[src/rtl/factor_game_pkg.sv]
// Shared constants for the factorization quiz controller: state codes,
// answer table and switch-to-digit helper.
package factor_game_pkg;

   localparam logic [3:0] ST_READY    = 4'b0010;
   localparam logic [3:0] ST_QUESTION = 4'b0011;
   localparam logic [3:0] ST_INPUT    = 4'b0100;
   localparam logic [3:0] ST_JUDGE    = 4'b0101;
   localparam logic [3:0] ST_RESULT   = 4'b0110;

   typedef enum logic [3:0] {
      S_READY    = ST_READY,
      S_QUESTION = ST_QUESTION,
      S_INPUT    = ST_INPUT,
      S_JUDGE    = ST_JUDGE,
      S_RESULT   = ST_RESULT
   } state_e;

   // entry [0] sits in the low nibble: answers 1,2,3,4,5,6,7,8,9,3
   localparam logic [9:0][3:0] ANS_ROM = {4'd3, 4'd9, 4'd8, 4'd7, 4'd6,
                                          4'd5, 4'd4, 4'd3, 4'd2, 4'd1};

   localparam logic [3:0] DASH_CODE = 4'd0;

   function automatic logic [3:0] sw_code(input logic [3:0] sw);
      return (sw > 4'd9) ? DASH_CODE : sw;
   endfunction

endpackage

[src/rtl/factor_game_ctrl_if.sv]
// Board-side bundle of the quiz controller: keys, switches and decoder drive.
interface factor_game_ctrl_if;
   logic       nKEY_START;
   logic       nKEY_ENTER;
   logic [3:0] SW;
   logic [3:0] STATE;
   logic [3:0] QUE;
   logic [3:0] SEG_Q;
   logic [3:0] SCORE;
   logic       TIMEOUT;

   modport master (output nKEY_START, nKEY_ENTER, SW,
                   input  STATE, QUE, SEG_Q, SCORE, TIMEOUT);
   modport slave  (input  nKEY_START, nKEY_ENTER, SW,
                   output STATE, QUE, SEG_Q, SCORE, TIMEOUT);
endinterface

[src/rtl/factor_game_ctrl_key_edge.sv]
// Push-key front end: 2-flop synchronizer plus falling-edge pulse.
module key_edge (
   input  logic clk,
   input  logic rst_n,
   input  logic key_n,
   output logic pulse
);
   logic       sync1_q, sync1_d, sync2_q, sync2_d, prev_q, prev_d;
   logic       armed_q, armed_d;
   logic [1:0] fill_q, fill_d;

   // Arm only once a released level has come through the synchronizer,
   // so a key held across reset release never produces a pulse.
   always_comb begin
      sync1_d = key_n;
      sync2_d = sync1_q;
      prev_d  = sync2_q;
      fill_d  = {fill_q[0], 1'b1};
      armed_d = armed_q | (fill_q[1] & sync2_q);
   end

   always_ff @(posedge clk or negedge rst_n) begin
      if (!rst_n) begin
         sync1_q <= 1'b1;
         sync2_q <= 1'b1;
         prev_q  <= 1'b1;
         fill_q  <= '0;
         armed_q <= 1'b0;
      end else begin
         sync1_q <= sync1_d;
         sync2_q <= sync2_d;
         prev_q  <= prev_d;
         fill_q  <= fill_d;
         armed_q <= armed_d;
      end
   end

   assign pulse = armed_q & prev_q & ~sync2_q;
endmodule

[src/rtl/factor_game_ctrl.sv]
// Quiz sequencing FSM: READY -> QUESTION -> INPUT -> JUDGE (x NUM_Q) -> RESULT.
// Define QUESTION_SHUFFLE_EN to start each game at a free-running question index.
module factor_game_ctrl
   import factor_game_pkg::*;
#(
   parameter int TICK_DIV  = 50000000,
   parameter int SHOW_SEC  = 3,
   parameter int INPUT_SEC = 10,
   parameter int NUM_Q     = 10
) (
   input  logic              CLK,
   input  logic              nRST,
   factor_game_ctrl_if.slave bus
);
   localparam int              TW         = (TICK_DIV > 1) ? $clog2(TICK_DIV) : 1;
   localparam logic [TW-1:0]   TICK_MAX   = TW'(TICK_DIV - 1);
   localparam logic [7:0]      SHOW_LAST  = 8'(SHOW_SEC - 1);
   localparam logic [7:0]      INPUT_LAST = 8'(INPUT_SEC - 1);
   localparam logic [3:0]      Q_LAST     = 4'(NUM_Q - 1);

   state_e        state_q, state_d;
   logic [3:0]    que_q, que_d, seg_q_q, seg_q_d, score_q, score_d, ans_q, ans_d;
   logic          timeout_q, timeout_d;
   logic [TW-1:0] tick_cnt_q, tick_cnt_d;
   logic [7:0]    sec_cnt_q, sec_cnt_d;
   logic          start_p, enter_p, tick, last_q;
   logic [3:0]    first_que, que_next;

   key_edge u_start (.clk(CLK), .rst_n(nRST), .key_n(bus.nKEY_START), .pulse(start_p));
   key_edge u_enter (.clk(CLK), .rst_n(nRST), .key_n(bus.nKEY_ENTER), .pulse(enter_p));

`ifdef QUESTION_SHUFFLE_EN
   logic [3:0] shuf_q, shuf_d, qcnt_q, qcnt_d;

   always_comb begin
      shuf_d = (shuf_q == Q_LAST) ? 4'd0 : shuf_q + 4'd1;
      qcnt_d = qcnt_q;
      if (state_q == S_READY && start_p)      qcnt_d = 4'd0;
      else if (state_q == S_JUDGE && !last_q) qcnt_d = qcnt_q + 4'd1;
   end

   always_ff @(posedge CLK or negedge nRST) begin
      if (!nRST) begin
         shuf_q <= '0;
         qcnt_q <= '0;
      end else begin
         shuf_q <= shuf_d;
         qcnt_q <= qcnt_d;
      end
   end

   assign first_que = shuf_q;
   assign last_q    = (qcnt_q == Q_LAST);
   assign que_next  = (que_q == Q_LAST) ? 4'd0 : que_q + 4'd1;
`else
   assign first_que = 4'd0;
   assign last_q    = (que_q == Q_LAST);
   assign que_next  = que_q + 4'd1;
`endif

   assign tick = (tick_cnt_q == TICK_MAX);

   always_comb begin
      state_d    = state_q;
      que_d      = que_q;
      seg_q_d    = seg_q_q;
      score_d    = score_q;
      ans_d      = ans_q;
      timeout_d  = timeout_q;
      tick_cnt_d = tick ? '0 : tick_cnt_q + 1'b1;
      sec_cnt_d  = tick ? sec_cnt_q + 8'd1 : sec_cnt_q;
      case (state_q)
         S_READY: if (start_p) begin
            state_d   = S_QUESTION;
            que_d     = first_que;
            score_d   = 4'd0;
            timeout_d = 1'b0;
         end
         S_QUESTION: if (tick && sec_cnt_q == SHOW_LAST) state_d = S_INPUT;
         S_INPUT: begin
            seg_q_d = sw_code(bus.SW);
            // enter beats a coincident timeout
            if (enter_p) begin
               ans_d   = seg_q_q;
               state_d = S_JUDGE;
            end else if (tick && sec_cnt_q == INPUT_LAST) begin
               ans_d     = DASH_CODE;
               timeout_d = 1'b1;
               state_d   = S_JUDGE;
            end
         end
         S_JUDGE: begin
            if (ans_q == ANS_ROM[que_q] && score_q != 4'hF) score_d = score_q + 4'd1;
            if (last_q) state_d = S_RESULT;
            else begin
               que_d     = que_next;
               timeout_d = 1'b0;
               state_d   = S_QUESTION;
            end
         end
         S_RESULT: if (start_p) state_d = S_READY;
         default:  state_d = S_READY;
      endcase
      // every state entry restarts its time window
      if (state_d != state_q) begin
         tick_cnt_d = '0;
         sec_cnt_d  = '0;
      end
   end

   always_ff @(posedge CLK or negedge nRST) begin
      if (!nRST) begin
         state_q    <= S_READY;
         que_q      <= '0;
         seg_q_q    <= '0;
         score_q    <= '0;
         ans_q      <= '0;
         timeout_q  <= 1'b0;
         tick_cnt_q <= '0;
         sec_cnt_q  <= '0;
      end else begin
         state_q    <= state_d;
         que_q      <= que_d;
         seg_q_q    <= seg_q_d;
         score_q    <= score_d;
         ans_q      <= ans_d;
         timeout_q  <= timeout_d;
         tick_cnt_q <= tick_cnt_d;
         sec_cnt_q  <= sec_cnt_d;
      end
   end

   assign bus.STATE   = state_q;
   assign bus.QUE     = que_q;
   assign bus.SEG_Q   = seg_q_q;
   assign bus.SCORE   = score_q;
   assign bus.TIMEOUT = timeout_q;
endmodule

[src/flat_wrapper.sv]
// flat-port wrapper written by rule: the top's interface ports become plain ports
module factor_game_ctrl_flat import factor_game_pkg::*;
#(
   parameter int TICK_DIV  = 50000000,
   parameter int SHOW_SEC  = 3,
   parameter int INPUT_SEC = 10,
   parameter int NUM_Q     = 10
)
  (CLK, nRST, bus_nKEY_START, bus_nKEY_ENTER, bus_SW, bus_STATE, bus_QUE, bus_SEG_Q, bus_SCORE, bus_TIMEOUT);
  factor_game_ctrl_if bus_i ();
  input  logic CLK;
  input  logic nRST;
  input wire logic [$bits(bus_i.nKEY_START)-1:0] bus_nKEY_START;
  input wire logic [$bits(bus_i.nKEY_ENTER)-1:0] bus_nKEY_ENTER;
  input wire logic [$bits(bus_i.SW)-1:0] bus_SW;
  output wire logic [$bits(bus_i.STATE)-1:0] bus_STATE;
  output wire logic [$bits(bus_i.QUE)-1:0] bus_QUE;
  output wire logic [$bits(bus_i.SEG_Q)-1:0] bus_SEG_Q;
  output wire logic [$bits(bus_i.SCORE)-1:0] bus_SCORE;
  output wire logic [$bits(bus_i.TIMEOUT)-1:0] bus_TIMEOUT;
  assign bus_i.nKEY_START = bus_nKEY_START;
  assign bus_i.nKEY_ENTER = bus_nKEY_ENTER;
  assign bus_i.SW = bus_SW;
  assign bus_STATE = bus_i.STATE;
  assign bus_QUE = bus_i.QUE;
  assign bus_SEG_Q = bus_i.SEG_Q;
  assign bus_SCORE = bus_i.SCORE;
  assign bus_TIMEOUT = bus_i.TIMEOUT;
  factor_game_ctrl #(.TICK_DIV(TICK_DIV), .SHOW_SEC(SHOW_SEC), .INPUT_SEC(INPUT_SEC), .NUM_Q(NUM_Q)) u_core (.CLK(CLK), .nRST(nRST), .bus(bus_i));
endmodule
[config.mk]
export PLATFORM = sky130hd
export DESIGN_NAME = factor_game_ctrl_flat
export DESIGN_NICKNAME = d
export VERILOG_FILES = /design/src/rtl/factor_game_pkg.sv /design/src/rtl/factor_game_ctrl_if.sv /design/src/rtl/factor_game_ctrl_key_edge.sv /design/src/rtl/factor_game_ctrl.sv /design/src/flat_wrapper.sv
export SDC_FILE = /design/constraint.sdc
export NUM_CORES = 1
export LEC_CHECK = 0
export ABC_AREA = 0
export BUFFER_PORTS_ARGS = -buffer_cell sky130_fd_sc_hd__buf_2
export CORE_MARGIN = 3
export CORE_UTILIZATION = 60
export DETAILED_ROUTE_END_ITERATION = 7
export GPL_ROUTABILITY_DRIVEN = 0
export PLACE_DENSITY = 0.79
export SLEW_MARGIN = 20
export SYNTH_ARGS = -nofsm -noshare
export SYNTH_HDL_FRONTEND = slang
export SYNTH_SLANG_ARGS = --single-unit
[constraint.sdc]
create_clock -name CLK -period 4.9 [get_ports CLK]
set_clock_uncertainty 0.2 [all_clocks]
set_input_delay 0.735 -clock CLK [delete_from_list [all_inputs] [get_ports CLK]]
set_output_delay 0.735 -clock CLK [all_outputs]
set_load 0.05 [all_outputs]
==> flow_summary.ini <==
[placement]
dp_slack_ns = 2.26
dp.cells = 417
place_hpwl_um = 4390
place.port_buffers = 24
placed_area_sq_mm = 0.00345

[cts]
path_clk_slew_ns = 0.07
htree_levels = 3
hold_buffers = 0
post-cts-setup-buffers = 0
cts_num_sinks = 65
tritoncts = built
clock_latency_ns = 0.34
cts.path.max_buffers = 2
post_cts_resize_count = 0
cts_buffers = 9
cts-root-buf = clkbuf_8

[drt]
vias_per_cell = 5.59
drtIter0Drc = 150
first_pass_iters = 4
finalWirelength_um = 6260
vias = 2421
ant_nets = 0
drc = 0
wl_per_cell_um = 14.5

[power]
p_comb_frac = 0.038
p_clk_frac = 0.457
seqPwrFrac = 0.506
power_density_mw_per_mm2 = 297
p_leak_nw = 1.56
p_sw_uw = 249
vdd_ir_drop_max_uv = 243
p_int_uw = 841
swShare = 0.228

[synthesis]
yosysWarnings = 0
synth_cell_types = 51
synthFlopType = dfrtp_1
synthArstFlopShare = 1.00
syn-cell-area_sq_mm = 0.00329
post_synth_inst_count = 330
avgSynthCellArea_sq_um = 9.96
yosysSeqAreaShare = 0.497
synth-seq-cells = 65
synth_edf_count = 0
synth_nets = 347

[floorplan]
dieArea_sq_mm = 0.00640
die_w_um = 80.0
fp-row-count = 26
start_util = 0.632
ios = 25
die_y_um = 80.0
core_region_area_sq_mm = 0.00520

[timing]
setup_tns_ns = 0
fin_crit_ns = 2.61
finalSetupViolCount = 0
maxSlewHeadroom = 0.459
finalMaxSlewViolations = 0
worstMarginPinSlew_ns = 0.809
fin_ws_ns = 2.29
rsz0062_at_grt = no
period_share = 0.533
hold_violations = 0
clock.fmax_mhz = 383

[critical_path]
required_ns = 4.89
critPathLaunchType = flop
crit_type = reg -> reg
critical_path_peak_fanout = 22
worstPathArrival_ns = 2.60
end_kind = flop

[final_layout]
utilization = 0.706
layout.nets = 375
layout.cells.non_filler = 433
area.growth.synth_to_final_pct = 11.7
n_antenna_cell = 0
drive_gt1_frac = 0.174
stdcell_area_sq_mm = 0.00367

[hold_path]
min_path_type = reg -> reg

[global_route]
grtUsageMet2 = 0.341
grt_usage = 0.221
grt-busiest-layer = met2
grt_pass1_wl_um = 10800
grtUsageMet3 = 0.0553
grt_pass1_vias = 2350
grtUsageMet1 = 0.290
grt_max_degree = 66
overflow = 0
antenna_found_initial = 0

[status]
status = finished clean

[flow_run]
cap_violations = 0
Yosys cell counts (5+ instances only):
cell	count	area, sq um
dfrtp_1	58	1450
nor2_1	42	158
nand2_1	30	113
nand3_1	19	95.1
o21ai_0	15	75.1
xnor2_1	15	131
xor2_1	15	131
inv_1	13	48.8
ha_1	9	113
nand2b_1	9	56.3
dfstp_2	7	184
nor4_1	7	43.8
or3_1	7	43.8
a21oi_1	6	30.0
and3_1	6	37.5
nand4_1	6	37.5
mux2i_1	5	50.1
critical path: stages (launching register included):
cell	delay (ns)
dfrtp_1	0.41
ha_1	0.27
nand2_1	0.16
nor4_4	0.35
nand3_2	0.25
nand3_1	0.69
nor2_1	0.12
placed cells by master (no fill, tap or decap), types with 2 or more instances in the layout:
| master | n |
|---|---|
| a2111oi_0 | 2 |
| a211oi_1 | 2 |
| a21o_1 | 2 |
| a21oi_1 | 6 |
| a21oi_2 | 3 |
| a22o_1 | 4 |
| a31oi_1 | 3 |
| and2_1 | 3 |
| and3_1 | 6 |
| and3_2 | 2 |
| and3b_1 | 2 |
| buf_2 | 24 |
| bufinv_16 | 2 |
| clkbuf_8 | 9 |
| clkinv_2 | 2 |
| clkinv_4 | 2 |
| conb_1 | 2 |
| dfrtp_1 | 58 |
| dfstp_2 | 7 |
| ha_1 | 9 |
| inv_1 | 13 |
| mux2i_1 | 5 |
| nand2_1 | 30 |
| nand2b_1 | 9 |
| nand3_1 | 19 |
| nand3b_1 | 2 |
| nand4_1 | 6 |
| nor2_1 | 42 |
| nor2b_1 | 2 |
| nor3_1 | 3 |
| nor4_1 | 7 |
| o21a_1 | 2 |
| o21ai_0 | 15 |
| o22ai_1 | 2 |
| or2_2 | 2 |
| or3_1 | 7 |
| or4_1 | 2 |
| xnor2_1 | 15 |
| xor2_1 | 15 |
kinds of logic after synthesis:
kind of cell | Yosys count | share of synthesized area
simple gates | 152 | 0.247
flops | 65 | 0.497
compound gates | 46 | 0.0936
xor+xnor | 30 | 0.0799
buf+inv | 21 | 0.0301
fa+ha+maj | 9 | 0.0342
mux | 5 | 0.0152
other cells | 2 | 0.00228
power groups by stage:
stage	Clock (mW)	Sequential, mW	Combinational, mW
floorplan	0	0.563	0.0215
global placement	0	0.561	0.0416
detailed placement	0	0.561	0.0424
CTS	0.506	0.551	0.0422
global route	0.526	0.552	0.0470
finish	0.498	0.551	0.0411
metrics by stage:
stage / hold WS, ns / total power [mW]
after floorplan: 0.131 / 0.584
after global placement: 0.134 / 0.602
after detailed placement: 0.147 / 0.604
after CTS: 0.160 / 1.10
after global routing: 0.170 / 1.13
final: 0.157 / 1.09
registers in the layout, indices dropped and copies added (netlist names):
signal / count
u_core.u_start.fill_q: 1
u_core.bus.TIMEOUT: 1
u_core.bus.SCORE: 4
u_core.u_enter.prev_d: 1
u_core.u_start.armed_q: 1
u_core.u_enter.sync1_q: 1
u_core.u_start.prev_d: 1
u_core.u_enter.prev_q: 1
u_core.tick_cnt_q: 26
u_core.ans_q: 4
u_core.u_start.prev_q: 1
u_core.u_start.sync1_q: 1
u_core.u_enter.fill_q: 1
u_core.bus.STATE: 4
u_core.u_enter.armed_q: 1
u_core.bus.SEG_Q: 4
u_core.sec_cnt_q: 8
u_core.bus.QUE: 4
path summary, 6_finish.rpt:
check / start / endpoint / slack (ns) / cells after the start
max: u_core.tick_cnt_q[0] / u_core.tick_cnt_q[5] / 2.29 / 6
min: u_core.u_start.fill_q[0] / u_core.u_enter.fill_q[1] / 0.16 / 0
max reg2reg: u_core.tick_cnt_q[0] / u_core.tick_cnt_q[5] / 2.29 / 6
min reg2reg: u_core.u_start.fill_q[0] / u_core.u_enter.fill_q[1] / 0.16 / 0
max in group asynchronous: nRST / u_core.u_start.armed_q / 3.61 / 2
min in group asynchronous: nRST / u_core.sec_cnt_q[7] / 0.35 / 2
routing by layer:
metal	wire (um)	part of all wire	up-vias
li1	-	-	1207
met1	3010	0.48	1142
met2	2840	0.45	57
met3	260	0.042	15
met4	156	0.025	0
met5	0	0	-
final cells by class:
class / count / area (sq um)
tap: 70 / 87.6
sequential: 65 / 1640
clock inverter: 7 / 95.1
timing repair buffer: 25 / 128
multi-input combinational: 244 / 1550
clock buffer: 9 / 124
fill: 381 / 1530
inverter: 13 / 48.8
Power figures use the tool's default switching activity.
